<file path="config.mk">
export PLATFORM = sky130hd
export DESIGN_NAME = alu_shared_sequencer
export DESIGN_NICKNAME = d
export VERILOG_FILES = /design/src/rtl/alu_shared_sequencer.sv
export SDC_FILE = /design/constraint.sdc
export NUM_CORES = 1
export LEC_CHECK = 0
export CAP_MARGIN = 20
export CORE_AREA = 4 4 412 414
export CTS_BUF_LIST = sky130_fd_sc_hd__clkbuf_4 sky130_fd_sc_hd__clkbuf_8 sky130_fd_sc_hd__clkbuf_16
export DETAILED_ROUTE_END_ITERATION = 16
export DIE_AREA = 0 0 416 418
export MAX_ROUTING_LAYER = met4
export SLEW_MARGIN = 40
export SYNTH_ARGS = -nofsm -noshare
export SYNTH_HDL_FRONTEND = slang
export SYNTH_SLANG_ARGS = --single-unit
export TNS_END_PERCENT = 1
</file>
<file path="constraint.sdc">
create_clock -name clk -period 5.5 [get_ports clk]
set_clock_uncertainty 0.05 [all_clocks]
set_input_delay 1.1 -clock clk [delete_from_list [all_inputs] [get_ports clk]]
set_output_delay 1.1 -clock clk [all_outputs]
set_load 0.1 [all_outputs]
</file>
<file path="src/rtl/alu_shared_sequencer.sv">
// Time-shares one external combinational ALU between two requesters.
// Round-robin grant, registered ALU inputs, per-opcode settle count, valid/ready response.
module alu_shared_sequencer #(
  parameter int WIDTH   = 128,
  parameter int SHW     = 5,
  parameter int MUL_LAT = 4
) (
  input  logic             clk,
  input  logic             rst,
  input  logic             req0_valid,
  output logic             req0_ready,
  input  logic [3:0]       req0_opcode,
  input  logic [WIDTH-1:0] req0_a,
  input  logic [WIDTH-1:0] req0_b,
  input  logic [SHW-1:0]   req0_shift,
  input  logic             req1_valid,
  output logic             req1_ready,
  input  logic [3:0]       req1_opcode,
  input  logic [WIDTH-1:0] req1_a,
  input  logic [WIDTH-1:0] req1_b,
  input  logic [SHW-1:0]   req1_shift,
  output logic [3:0]       alu_opcode,
  output logic [WIDTH-1:0] alu_input1,
  output logic [WIDTH-1:0] alu_input2,
  output logic [SHW-1:0]   alu_shift,
  input  logic [WIDTH-1:0] alu_result,
  input  logic             alu_carry,
  input  logic             alu_zero,
  input  logic             alu_ovf,
  output logic             rsp_valid,
  input  logic             rsp_ready,
  output logic             rsp_id,
  output logic [WIDTH-1:0] rsp_result,
  output logic             rsp_carry,
  output logic             rsp_zero,
  output logic             rsp_ovf,
  output logic             rsp_err,
  output logic             busy
);

  localparam logic [3:0] OP_MUL  = 4'd3;
  localparam logic [7:0] MUL_CNT = 8'(MUL_LAT);

  typedef enum logic [1:0] {IDLE, EXEC, RESP} state_t;

  state_t           state_reg;
  logic [7:0]       cnt_reg;
  logic             last_grant_reg;
  logic             grant0;
  logic             grant1;
  logic [3:0]       sel_opcode;
  logic [WIDTH-1:0] sel_a;
  logic [WIDTH-1:0] sel_b;
  logic [SHW-1:0]   sel_shift;

  // On a tie, the requester that did not win last time gets the slot.
  always_comb begin
    grant0     = req0_valid && (!req1_valid || last_grant_reg);
    grant1     = req1_valid && (!req0_valid || !last_grant_reg);
    sel_opcode = grant1 ? req1_opcode : req0_opcode;
    sel_a      = grant1 ? req1_a      : req0_a;
    sel_b      = grant1 ? req1_b      : req0_b;
    sel_shift  = grant1 ? req1_shift  : req0_shift;
  end

  assign req0_ready = (state_reg == IDLE) && grant0;
  assign req1_ready = (state_reg == IDLE) && grant1;
  assign rsp_valid  = (state_reg == RESP);
  assign busy       = (state_reg != IDLE);

  always_ff @(posedge clk) begin
    if (rst) begin
      state_reg      <= IDLE;
      cnt_reg        <= 8'd0;
      last_grant_reg <= 1'b1;
      alu_opcode     <= 4'd0;
      alu_input1     <= '0;
      alu_input2     <= '0;
      alu_shift      <= '0;
      rsp_id         <= 1'b0;
      rsp_result     <= '0;
      rsp_carry      <= 1'b0;
      rsp_zero       <= 1'b0;
      rsp_ovf        <= 1'b0;
      rsp_err        <= 1'b0;
    end else begin
      case (state_reg)
        IDLE: begin
          if (grant0 || grant1) begin
            alu_opcode     <= sel_opcode;
            alu_input1     <= sel_a;
            alu_input2     <= sel_b;
            alu_shift      <= sel_shift;
            rsp_id         <= grant1;
            last_grant_reg <= grant1;
            // Opcodes 8..15 skip the ALU and answer immediately with an error.
            if (sel_opcode[3]) begin
              state_reg  <= RESP;
              rsp_err    <= 1'b1;
              rsp_result <= '0;
              rsp_carry  <= 1'b0;
              rsp_zero   <= 1'b0;
              rsp_ovf    <= 1'b0;
            end else begin
              state_reg <= EXEC;
              cnt_reg   <= (sel_opcode == OP_MUL) ? MUL_CNT : 8'd1;
            end
          end
        end
        EXEC: begin
          cnt_reg <= cnt_reg - 8'd1;
          if (cnt_reg == 8'd1) begin
            state_reg  <= RESP;
            rsp_result <= alu_result;
            rsp_carry  <= alu_carry;
            rsp_zero   <= alu_zero;
            rsp_ovf    <= alu_ovf;
            rsp_err    <= 1'b0;
          end
        end
        RESP: begin
          if (rsp_ready) state_reg <= IDLE;
        end
        default: state_reg <= IDLE;
      endcase
    end
  end

endmodule

</file>
Word level (Yosys, flattened, before mapping) --
Index checks and enable logic that the tools add are counted.
Word-level totals: flip-flop bits (word level) 409, bits in latches 0, memory bits (writable) 0, ROM bits 0, input port bits 666, output and inout port bits 402, word-level logic and storage cells 69, memories 0
Cells by class: add/subtract/negate cells 1, multipliers 0, divide/modulo/power cells 0, order comparisons 0, equality and inequality tests 9, shift-type cells 0, muxes and demuxes 29, bitwise logic cells 0, reduce and logical (&&, ||, !) cells 17
Operators with widths (number):
- 2-to-1 mux 128 bit | 5
- one-hot mux 128 bit (2 select lines) | 1
- 2-to-1 mux 8 bit | 2
- one-hot mux 8 bit (2 select lines) | 1
- equality test 8 x 1 -> 1 bit (second input constant) | 1
- 2-to-1 mux 1 bit | 8
- 2-to-1 mux 2 bit | 4
- one-hot mux 1 bit (2 select lines) | 4
- subtractor 8 x 1 -> 8 bit (second input constant) | 1
- != test 2 bit (second input constant) | 3
- one-hot mux 2 bit (3 select lines) | 1
- AND reduction 3 bit | 2
- 2-to-1 mux 5 bit | 1
- equality test 4 x 2 -> 1 bit (second input constant) | 1
- logical AND 1 bit | 4
- 2-to-1 mux 4 bit | 1
- != test 2 x 1 -> 1 bit (second input constant) | 2
- AND reduction 4 bit | 1
- nonzero test 2 bit | 2
- zero test 1 bit | 3
- logical OR 1 bit | 3
- 2-to-1 mux 3 bit | 1
- equality test 2 x 1 -> 1 bit (second input constant) | 1
- equality test 2 bit (second input constant) | 1
- 2 further kinds | 2

Logic depth before layout (Yosys ltp) --
word-level depth 9, depth in mapped cells 8, depth with buffers taken out 6

Least setup slack after synthesis --
OpenSTA, ideal clock, no wires.
kind input-to-output, from input req1_valid, to output req1_ready, data arrival time 2.401 ns, required time 4.350 ns, path slack 1.949 ns, cell stages on the path 4, buffers on the path 2, cells stage by stage a21boi_1 -> buf_2 -> buf_2 -> and2_1
Between the ends: longest elaborated chain between the ends 2
Ends and longest elaborated chain:
- from (decl) | RTL line 16 | input logic req1_valid,
- logical AND 1 bit | RTL line 59 | grant1 = req1_valid && (!req0_valid || !last_grant_reg);
- logical AND 1 bit | RTL line 67 | assign req1_ready = (state_reg == IDLE) && grant1;
- to (decl) | RTL line 17 | output logic req1_ready,
Every way passes these cells.

Final worst setup path --
Same ends and word-level chain as after synthesis.

==> reports/qor.csv <==
metric,value,unit
end_kind,output pin,
area_growth,81.3,%
final_cell_mix,"clkdlybuf4s50_1 (664), dfxtp_1 (409), buf_2 (349), nor2_1 (272), mux2i_1 (268)",
routed_wl,122,mm
routed_via_density,3.49,
via_count,16900,
nets,3226,
dieArea,0.174,mm²
dr.pass1.iters,5,
register_area,0.00819,mm²
grt_pass1_wl,154,mm
min_from,rsp_result[89],
yosysTopAreaCellShare,50.7,%
ys_seq_area_share,50.7,%
worstPathArrival,2.52,ns
fmax,273,MHz
max_stage_delay,0.53,ns
path_class,input port to output pin,
whs_path_depth,1,
grtUsageTotal,13.5,%
cp.required,4.35,ns
fin_cells,4845,
cts_tree,yes,
layout-drive-gt1-share,20.2,%
power,12.3,mW
dp.final_hpwl,103,mm
pin_count,1068,
rsz0062_at_grt,no,
cp_slowest_cell,clkdlybuf4s50_1,
portBuffers,1067,
wl_per_cell,25.1,µm
cts.repair.resized,0,
grt_max_degree,191,
ant_nets,0,
multiInputGateArea,0.00727,mm²
pre_cts_ws,1.65,ns
peakVddDrop,196,µV
timing.hold.ws,0.419,ns
numCtsBuffers,52,
num_rows,150,
antenna_found_initial,98,
core,0.166,mm²
root_buffer,clkbuf_16,
setup_slack,1.83,ns
netlist_instances,1559,
worstMarginPinSlew,0.898,ns
ys_warn_count,0,
place_inst,4707,
synth-async-reset-ratio,0,%
hold_viol,0,
syn_avg_cell_area,10.4,µm²
path_cells,"clkdlybuf4s50_1, a21boi_4, and2_1, buf_4",
outcome,finished clean,
fin_crit_sh,66.7,%
cts_setup_buffers,0,
setup-violations-final,0,
reg.largest.list,"alu_input1: 128 flops, alu_input2: 128 flops, rsp_result: 128 flops",
die_w,416,µm
synth_seq_cells,409,
initialDrtViolationCount,1184,
reg2regPathDepth,7,
grt_pass1_vias,16100,
start_kind,input port,
layout_commonest_cell,clkdlybuf4s50_1,
whs_endpoint,rsp_result[89],
start_util,9.71,%
drv_cap,0,
synth_area,0.0161,mm²
clock_path_buffers,3,
path_clk_slew,0.06,ns
ys.flop_type,dfxtp_1,
synth_top_area_cell,dfxtp_1,
drc,0,
synth_edf_count,0,
r2r_end,rsp_result[30],
cts_max_level,2,
hold_path.class,register to register,
fin_tns_setup,0,ns
gr-total-overflow,0,
ctsHoldBuffers,0,
cts_sinks,409,
drv_slew,0,
yosysUniqueCellTypes,38,
post-route-min-period,3.67,ns
cp_max_fo,4,
power.leakage,11.7,nW
fp.dieH,418,µm
synth.area.top_cells,"dfxtp_1 (51%), mux2i_1 (17%), a211oi_1 (12%), a22o_1 (7.1%), nor2_1 (6.3%)",
power.density,421,mW/mm²
final.fill_count,18600,
slew-limit-headroom,40.1,%
worstSkewPairLatency,0.64,ns
r2r-start,state_reg[0],
synthesis.nets,2227,
place.gp.congestion,0.953,
r2r_slack,2.68,ns
## report_power, final
| part | leakage, nW | switching, mW | internal [mW] | total (mW) |
|---|---|---|---|---|
| Sequential | 3.37 | 0.266 | 3.36 | 3.62 |
| Clock | 0.865 | 1.46 | 2.07 | 3.53 |
| Combinational | 7.48 | 3.98 | 1.18 | 5.16 |
| Total | 11.7 | 5.70 | 6.61 | 12.3 |
## worst max-delay path by stage
stage,start,end,slack (ns)
final,req1_valid,req1_ready,1.83
after global routing,req1_valid,req1_ready,1.81
after CTS,req1_valid,req1_ready,1.84
after detailed placement,req1_valid,alu_input2[110],1.65
after global placement,req1_valid,alu_input2[110],1.75
after floorplan,req1_valid,req1_ready,1.95
## through the flow
stage	util, %	instance area [µm²]
after CTS	17.5	29100
after global routing	17.6	29300
after global placement	17.5	29100
final	17.6	29300
after floorplan	-	16100
after detailed placement	16.5	27400
## worst max-delay path: cells and delay by family
kind / cells / cell delay [ns]
buffers and inverters: 2 / 0.86
AOI/OAI and AO/OA: 1 / 0.29
and+or+nand+nor: 1 / 0.26
## cell type report
class,instances,area share (%)
Timing Repair Buffer,1094,31.4
Sequential cell,409,28.0
Multi-Input combinational cell,995,24.8
Tap cell,2204,9.42
Clock buffer,72,5.21
Clock inverter,18,0.671
Antenna cell,47,0.402
Inverter,6,0.0769
## Yosys cell counts (2+ instances only)
master / instances
or3_1: 8
mux2i_1: 268
buf_6: 10
a21oi_1: 8
nor2b_1: 3
o31ai_1: 2
a211oi_1: 264
nor2_1: 273
buf_2: 51
nand2b_1: 3
ha_1: 2
o21ai_0: 6
dfxtp_1: 409
clkbuf_1: 88
or4_1: 3
nand2_1: 3
nor4bb_1: 2
inv_1: 6
a22o_1: 131
## cells by family (layout without fill, tap and decap cells)
kind of cell               after synthesis  in the layout  synth area share, %
buffers and inverters                  155           1190                 4.46
AOI/OAI and AO/OA                      420            420                 20.4
muxes                                  269            269                 16.7
other                                    0             47                    0
DFF                                    409            409                 50.7
adders and majority gates                2              2                0.155
and+or+nand+nor                        304            304                 7.61
## per-layer routing
metal / track usage [%] / share of wire, % / wire [µm] / vias up
met5: - / 0 / 0 / -
met4: 3.47 / 2.6 / 3130 / 0
met3: 7.20 / 11 / 13800 / 178
met2: 22.5 / 49 / 59700 / 727
met1: 14.0 / 37 / 45100 / 8143
li1: - / - / - / 7856
Power figures use the tool's default switching activity.
